===== src/rtl/frame_deserializer.sv =====
// frame_deserializer
//   Serial-to-parallel frame receiver. Hunts the sampled bit stream for
//   SYNC_PAT, then shifts in a DATA_W-bit payload MSB-first. The completed
//   word is presented on a valid/ready output backed by a one-entry holding
//   register.
//
//   Optional feature macro: FRAME_PARITY_EN
//     defined   -> each frame carries one trailing even-parity bit; frames
//                  with bad parity are dropped and par_err pulses.
//     undefined -> no parity bit; par_err is constant 0.
//
// Ports
//   clk        clock
//   rst_n      asynchronous active-low reset
//   bit_en     sample strobe; data_in is sampled only when high
//   data_in    serial data
//   out_data   completed payload, first-received bit in the MSB
//   out_valid  out_data holds an unconsumed word
//   out_ready  consumer takes the word on an edge where valid && ready
//   ovf        one-cycle pulse: completed frame dropped, holding reg full
//   par_err    one-cycle pulse: parity mismatch, frame dropped
//   busy       high whenever the receiver is not hunting for sync
//
// State table
//   state   | meaning
//   ST_HUNT | searching the bit stream for the sync pattern
//   ST_DATA | shifting in payload bits
//   ST_PAR  | waiting for the trailing parity bit (FRAME_PARITY_EN only)

module frame_deserializer #(
  parameter int unsigned       DATA_W   = 32,
  parameter int unsigned       SYNC_W   = 2,
  parameter logic [SYNC_W-1:0] SYNC_PAT = 2'b11
) (
  input  logic              clk,
  input  logic              rst_n,
  input  logic              bit_en,
  input  logic              data_in,
  output logic [DATA_W-1:0] out_data,
  output logic              out_valid,
  input  logic              out_ready,
  output logic              ovf,
  output logic              par_err,
  output logic              busy
);

  localparam int unsigned CNT_W  = $clog2(DATA_W);
  localparam int unsigned FILL_W = $clog2(SYNC_W + 1);

`ifdef FRAME_PARITY_EN
  typedef enum logic [1:0] {
    ST_HUNT = 2'd0,
    ST_DATA = 2'd1,
    ST_PAR  = 2'd2
  } state_e;
  // Parity needs the whole payload held until the parity bit arrives.
  localparam int unsigned SHIFT_W = DATA_W;
`else
  typedef enum logic {
    ST_HUNT = 1'b0,
    ST_DATA = 1'b1
  } state_e;
  // Without parity the last payload bit is taken straight from data_in,
  // so only DATA_W-1 bits ever need to be stored.
  localparam int unsigned SHIFT_W = DATA_W - 1;
`endif

  state_e              state_q, state_d;
  logic [SYNC_W-1:0]   win_q, win_d;
  logic [FILL_W-1:0]   fill_q, fill_d;
  logic [CNT_W-1:0]    cnt_q, cnt_d;
  logic [SHIFT_W-1:0]  shift_q, shift_d;
  logic [DATA_W-1:0]   out_data_q, out_data_d;
  logic                out_valid_q, out_valid_d;
  logic                ovf_q, ovf_d;
  logic                frame_done;
  logic [DATA_W-1:0]   frame_word;
`ifdef FRAME_PARITY_EN
  logic                par_bad;
  logic                par_err_q;
`endif

  // Receive FSM: next state, window, counters and shift register.
  always_comb begin
    state_d    = state_q;
    win_d      = win_q;
    fill_d     = fill_q;
    cnt_d      = cnt_q;
    shift_d    = shift_q;
    frame_done = 1'b0;
    frame_word = '0;
`ifdef FRAME_PARITY_EN
    par_bad    = 1'b0;
`endif
    if (bit_en) begin
      case (state_q)
        ST_HUNT: begin
          win_d  = SYNC_W'({win_q, data_in});
          fill_d = (fill_q == FILL_W'(SYNC_W)) ? fill_q : fill_q + FILL_W'(1);
          // Match uses the window including the bit sampled on this edge.
          if (fill_d == FILL_W'(SYNC_W) && win_d == SYNC_PAT) begin
            state_d = ST_DATA;
            cnt_d   = '0;
          end
        end
        ST_DATA: begin
          shift_d = SHIFT_W'({shift_q, data_in});
          if (cnt_q == CNT_W'(DATA_W - 1)) begin
`ifdef FRAME_PARITY_EN
            state_d    = ST_PAR;
`else
            state_d    = ST_HUNT;
            frame_done = 1'b1;
            frame_word = {shift_q, data_in};
`endif
          end else begin
            cnt_d = cnt_q + CNT_W'(1);
          end
        end
`ifdef FRAME_PARITY_EN
        ST_PAR: begin
          state_d = ST_HUNT;
          if (data_in ^ (^shift_q)) begin
            par_bad = 1'b1;
          end else begin
            frame_done = 1'b1;
            frame_word = shift_q;
          end
        end
`endif
        default: state_d = ST_HUNT;
      endcase
    end
    // Fresh sync search on every return to HUNT: payload bits never count as sync.
    if (state_d == ST_HUNT && state_q != ST_HUNT) begin
      win_d  = '0;
      fill_d = '0;
    end
  end

  // One-entry holding register with valid/ready handshake.
  always_comb begin
    out_data_d  = out_data_q;
    out_valid_d = out_valid_q;
    ovf_d       = 1'b0;
    if (frame_done) begin
      if (!out_valid_q || out_ready) begin
        out_data_d  = frame_word;
        out_valid_d = 1'b1;
      end else begin
        ovf_d = 1'b1;
      end
    end else if (out_valid_q && out_ready) begin
      out_valid_d = 1'b0;
    end
  end

  always_ff @(posedge clk or negedge rst_n) begin
    if (!rst_n) begin
      state_q     <= ST_HUNT;
      win_q       <= '0;
      fill_q      <= '0;
      cnt_q       <= '0;
      shift_q     <= '0;
      out_data_q  <= '0;
      out_valid_q <= 1'b0;
      ovf_q       <= 1'b0;
    end else begin
      state_q     <= state_d;
      win_q       <= win_d;
      fill_q      <= fill_d;
      cnt_q       <= cnt_d;
      shift_q     <= shift_d;
      out_data_q  <= out_data_d;
      out_valid_q <= out_valid_d;
      ovf_q       <= ovf_d;
    end
  end

`ifdef FRAME_PARITY_EN
  always_ff @(posedge clk or negedge rst_n) begin
    if (!rst_n) begin
      par_err_q <= 1'b0;
    end else begin
      par_err_q <= par_bad;
    end
  end
  assign par_err = par_err_q;
`else
  assign par_err = 1'b0;
`endif

  assign out_data  = out_data_q;
  assign out_valid = out_valid_q;
  assign ovf       = ovf_q;
  assign busy      = (state_q != ST_HUNT);

endmodule


===== config.mk =====
export PLATFORM = sky130hd
export DESIGN_NAME = frame_deserializer
export DESIGN_NICKNAME = d
export VERILOG_FILES = /design/src/rtl/frame_deserializer.sv
export SDC_FILE = /design/constraint.sdc
export NUM_CORES = 1
export LEC_CHECK = 0
export BUFFER_PORTS_ARGS = -buffer_cell sky130_fd_sc_hd__buf_2
export CORE_AREA = 2 2 83 85
export CTS_CLUSTER_SIZE = 16
export DETAILED_ROUTE_END_ITERATION = 10
export DIE_AREA = 0 0 85 87
export PLACE_DENSITY = 0.8
export SLEW_MARGIN = 25
export SYNTH_ARGS = -nofsm -noshare
export SYNTH_HDL_FRONTEND = slang
export SYNTH_SLANG_ARGS = --single-unit

===== constraint.sdc =====
create_clock -name clk -period 1.9 [get_ports clk]
set_clock_uncertainty 0.15 [all_clocks]
set_input_delay 0.38 -clock clk [delete_from_list [all_inputs] [get_ports clk]]
set_output_delay 0.38 -clock clk [all_outputs]
set_load 0.1 [all_outputs]

; ---- Yosys cells after proc, flatten, opt, wreduce, memory -nomap -nowiden
; Index checks and enable logic that the tools add are counted.
[totals]
latchBits = 0
output_inout_bits = 36
ram_bits = 0
romBits = 0
mem_count = 0
regBits = 74
wordCells = 57
inputBits = 5
[op_classes]
mul = 0
n_eq_ne = 8
div_mod_pow = 0
n_lt_le_gt_ge = 0
n_reduce_logical = 12
n_addsub = 2
shifts = 0
mux = 25
n_bitwise = 2
[ops]
columns = op, n
row1 = $mux W32, 3
row2 = $mux W1, 14
row3 = $mux W5, 2
row4 = $pmux W5 S2, 1
row5 = $mux W2, 4
row6 = $reduce_and A2 Y1, 4
row7 = $eq A2 B2 Y1 const B, 3
row8 = $add A5 B1 Y5 const B, 1
row9 = $eq A5 B5 Y1 const B, 1
row10 = $ne A2 B1 Y1 const B, 2
row11 = $ne A2 B2 Y1 const B, 2
row12 = $reduce_bool A2 Y1, 2
row13 = $logic_and A1 B1 Y1, 3
row14 = $reduce_and A3 Y1, 1
row15 = $add A2 B1 Y2 const B, 1
row16 = $not A1 Y1, 2
row17 = $pmux W1 S2, 1
row18 = $logic_not A1 Y1, 1
row19 = $logic_or A1 B1 Y1, 1

; ---- Depth between registers and ports, before layout
[logic_depth]
depth_word = 11
depth_mapped = 8
ltp_nobuf = 6

; ---- Least setup slack after synthesis
; Ideal clock, no wire load.
[synth_timing]
path_kind = reg2reg
from = reg state_q (netlist: busy)
to = reg shift_q[10]
n_path_buf = 1
synth_period_minus_slack_ps = 2040
stages_incl_launch_ff = 4
setup_time_ps = 125
path_slack_ps = -140
t_required_ps = 1625
t_arrival_ps = 1766
path_cell_list = dfrtp_1 nand2_1 buf_4 mux2_2
[synth_between]
elab_chain_cells = 1
[synth_rtl]
columns = item, line
row1 = start: declaration, 68  ; state_e state_q, state_d;
row2 = start signal: assignment, 169  ; state_q <= state_d;
row3 = $reduce_and A2 Y1 (no line), -
row4 = end signal: assignment, 173  ; shift_q <= shift_d;
row5 = end: declaration, 72  ; logic [SHIFT_W-1:0] shift_q, shift_d;
; Every way passes these cells.
; A chain may end at the register's enable or synchronous reset.

; ---- Worst setup path after layout
[layout_timing]
from = reg cnt_q[0]
to = reg out_data_q[11] (netlist: out_data[11])
[layout_between]
elab_chain_cells = 5
elab_cells_between_ends = 8
classes_between = eq/ne (1) / mux (6) / reduce/logical (1)
[layout_rtl]
columns = item, line
row1 = start: declaration, 71  ; logic [CNT_W-1:0] cnt_q, cnt_d;
row2 = start signal: assignment, 172  ; cnt_q <= cnt_d;
row3 = $eq A5 B5 Y1 *, 108  ; if (cnt_q == CNT_W'(DATA_W - 1)) begin
row4 = $mux W1, 108
row5 = $mux W1, 96  ; case (state_q)
row6 = $mux W1, 95  ; if (bit_en) begin
row7 = $reduce_and A2 Y1 (no line), -
row8 = end signal: assignment, 174  ; out_data_q <= out_data_d;
row9 = end: declaration, 73  ; logic [DATA_W-1:0] out_data_q, out_data_d;
; Every way passes the cells marked *; elsewhere a longest branch is shown, timed or not.

==> flow_summary_export.csv <==
group,metric,value,unit
outcome,outcome,"complete, but fails checks",
outcome,violations,"setup timing",
sta,hold_viol_final,0,
clocking,h-tree-depth,3,
synth,yosys.area_share.adder,0.0158,
synth,syn_inst,255,
pwr,p_comb_frac,0.238,
floorplan,io_pins,41,
sta,rsz0062_at_grt,"yes",
route,wl_per_cell,14.3,microns
clocking,cts_sinks,74,
synth,ys_ff_latch,74,
synth,synthMuxAreaShare,0.218,
worst_setup_path,worstSetupPathType,"reg -> reg",
synth,synthSimpleGateAreaFrac,0.0719,
synth,yosys_warnings,0,
pwr,share_seq_of_total_power,0.503,
floorplan,core_region_area,6570,sq um
pwr,p_leak,1.83,nW
route,drc,0,
worst_setup_path,required,2.00,ns
grt,grt_pass1_vias,1879,
route,ant_nets,0,
floorplan,fp.dieW,85,microns
pwr,ir_drop,0.741,mV
floorplan,initial_core_util,0.482,
synth,synthXorXnorAreaFrac,0,
placed_design,post-place-ws,-0.0452,ns
synth,ys_seq_area_frac,0.585,
finish,num_antenna_cells,0,
synth,syn-num-nets,264,
synth,ys_top_cells_by_area,"dfrtp_1 (58%), mux2_2 (11%), mux2i_1 (10%)",
synth,synth_top_area_share,0.585,
sta,slew_violations,0,
grt,grt_max_degree,33,
sta,fin_crit,1.91,ns
pwr,pwr-share-clk,0.259,
placed_design,placed_cell_area,3480,sq um
clocking,clock_path_buffers,2,
grt,grt_overflow,0,
finish,syn2layout_area_growth,20.9,%
run,drv_cap,0,
pwr,total_power,0.00405,W
route,routed_wl,5.67,mm
worst_setup_path,cp.arrival,2.02,ns
worst_setup_path,end_kind,"flop",
pwr,p_switching,0.00128,W
clocking,clkTransAtPathRegs,0.07,ns
placed_design,place_congestion,0.818,
sta,fmax,522,MHz
worst_setup_path,start_kind,"flop",
floorplan,rows,30,
placed_design,hpwl,3.58,mm
finish,fin_nets,319,
route,firstDrtPassIters,4,
route,vias_per_cell,4.95,
clocking,cts_tree,"built",
finish,drive_gt1_frac,0.359,
placed_design,numPortBuffers,39,
synth,synth_top_family_by_area,"multiplexers",
sta,fin_crit_sh,1.01,
route,num_vias,1954,
sta,setup_violations,1,
pwr,power_density,1060,nW/um^2
hold_path,hold_path.class,"in -> reg",
sta,setup_ws,-0.0143,ns
synth,synth.distinct_cells,23,
pwr,p_sw_frac,0.316,
floorplan,die_h,87,microns
floorplan,die_area,7400,sq um
grt,grt.total_usage,0.152,
synth,yosysTopAreaCell,"dfrtp_1",
clocking,clockRootBuffer,"clkbuf_8",
route,dr.first_iter.drc_count,99,
finish,final_cell_area,3830,sq um
synth,synth_compound_area_frac,0.0304,
synth,synth.cell_area,3170,sq um
sta,fin_tns_setup,-0.0143,ns
grt,grt_pass1_wl,8.67,mm
clocking,cts_buffers,9,
pwr,p_int,0.00277,W
worst_setup_path,path_max_fanout,5,
synth,syn_avg_cell_area,12.4,sq um
clocking,clock_latency,0.34,ns
grt,antenna_found_initial,0,
Yosys cell counts:
master	number
dfrtp_1	74
mux2i_1	33
nand4b_1	1
buf_8	3
nand2b_1	3
nand2_1	36
and3_1	2
nor2_1	3
ha_1	4
nor2b_1	1
a22o_1	7
nand3_2	1
mux2_2	32
buf_4	8
a21oi_1	2
conb_1	1
nand4_1	1
and3b_1	1
a21o_1	2
buf_2	2
o21ai_0	2
and4b_1	1
inv_1	35
through the flow:
step	hold slack (ns)	std cells	util
after global routing	0.183	395	0.583
after detailed placement	0.188	370	0.529
after floorplan	-0.0656	255	-
after global placement	0.182	370	0.529
after CTS	0.170	387	0.559
final	0.182	395	0.583
what timing repair did:
action,4_1_cts,5_1_grt
gates resized for setup,3,5
pin swaps,1,1
cloned,0,4
endpoints found under the setup margin,4,32
buffers inserted,0,4
hold buffers,1,0
endpoints found under the hold margin,28,0
path summary, 6_finish.rpt:
path / from / end / slack [ns] / cells past startpoint
min: data_in / out_data[0] / 0.18 / 3
max: cnt_q[0] / out_data[11] / -0.01 / 8
max in group asynchronous: rst_n / shift_q[16] / 0.66 / 3
min in group asynchronous: rst_n / shift_q[8] / 0.36 / 2
max reg2reg: cnt_q[0] / out_data[11] / -0.01 / 8
min reg2reg: out_data[23] / out_data[23] / 0.36 / 2
placed cells by master, fill, tap and decap left out:
cell type and instances:
dlygate4sd3_1 1, and3_4 1, clkbuf_16 3, and3_1 1
mux2i_1 32, nor2b_4 1, dfrtp_2 2, mux2i_2 1
nand2b_4 1, o21ai_0 2, and3b_1 1, nand4b_1 1
inv_1 35, ha_4 1, a22o_1 7, nand4_1 1
clkbuf_1 1, mux2_2 32, clkinv_2 3, nand2b_1 2
clkbuf_8 10, buf_2 38, buf_6 1, conb_1 1
buf_4 9, nand3_4 1, clkinvlp_4 2, and4b_1 1
a21oi_1 2, a21o_1 2, ha_1 1, buf_12 5
dfrtp_1 72, nor2_1 3, nand2_1 36, ha_2 2
state kept, by name (all words and copies together) (netlist names):
signal	flops
out_data	32
out_valid	1
win_q	1
ovf	1
shift_q	31
cnt_q	5
fill_q	2
busy	1
cells by family (layout without fill, tap and decap cells):
family | count (synthesis) | in the layout
AO/OA/AOI/OAI | 13 | 13
adder cells (fa/ha/maj) | 4 | 4
buffers and inverters | 48 | 108
flip-flops | 74 | 74
multiplexers | 65 | 65
other | 1 | 1
AND/OR/NAND/NOR | 50 | 50
layout make-up:
class,instances,area [sq um]
fillers,514,2740
flip-flops and latches,74,1850
multi-input cells,133,1120
repair buffers,57,454
clock buffers,11,141
inverters,35,131
well taps,80,100
clock inverters,5,30.0
layer usage:
layer  wire length, microns  track usage  up-vias
li1                       -            -      941
met3                    212       0.0436       11
met1                   2530        0.194      971
met4                    116       0.0736        0
met5                      0            0        -
met2                   2800        0.240       31
power by group through the flow:
stage               Clock, W  Combinational, W  Sequential, W
detailed placement         0          0.000924        0.00204
finish               0.00105          0.000965        0.00204
global placement           0          0.000888        0.00203
floorplan                  0          0.000514        0.00221
CTS                  0.00109          0.000933        0.00202
global route         0.00116           0.00105        0.00207
critical path, cell delays in order (launching register included):
cell and delay [ns]:
dfrtp_1 0.37, ha_2 0.18, and3_4 0.20, ha_4 0.15, nand3_4 0.08, nor2b_4 0.19
buf_12 0.16, buf_12 0.13, mux2i_2 0.22
Note: power is estimated with default switching activity, not from simulation.
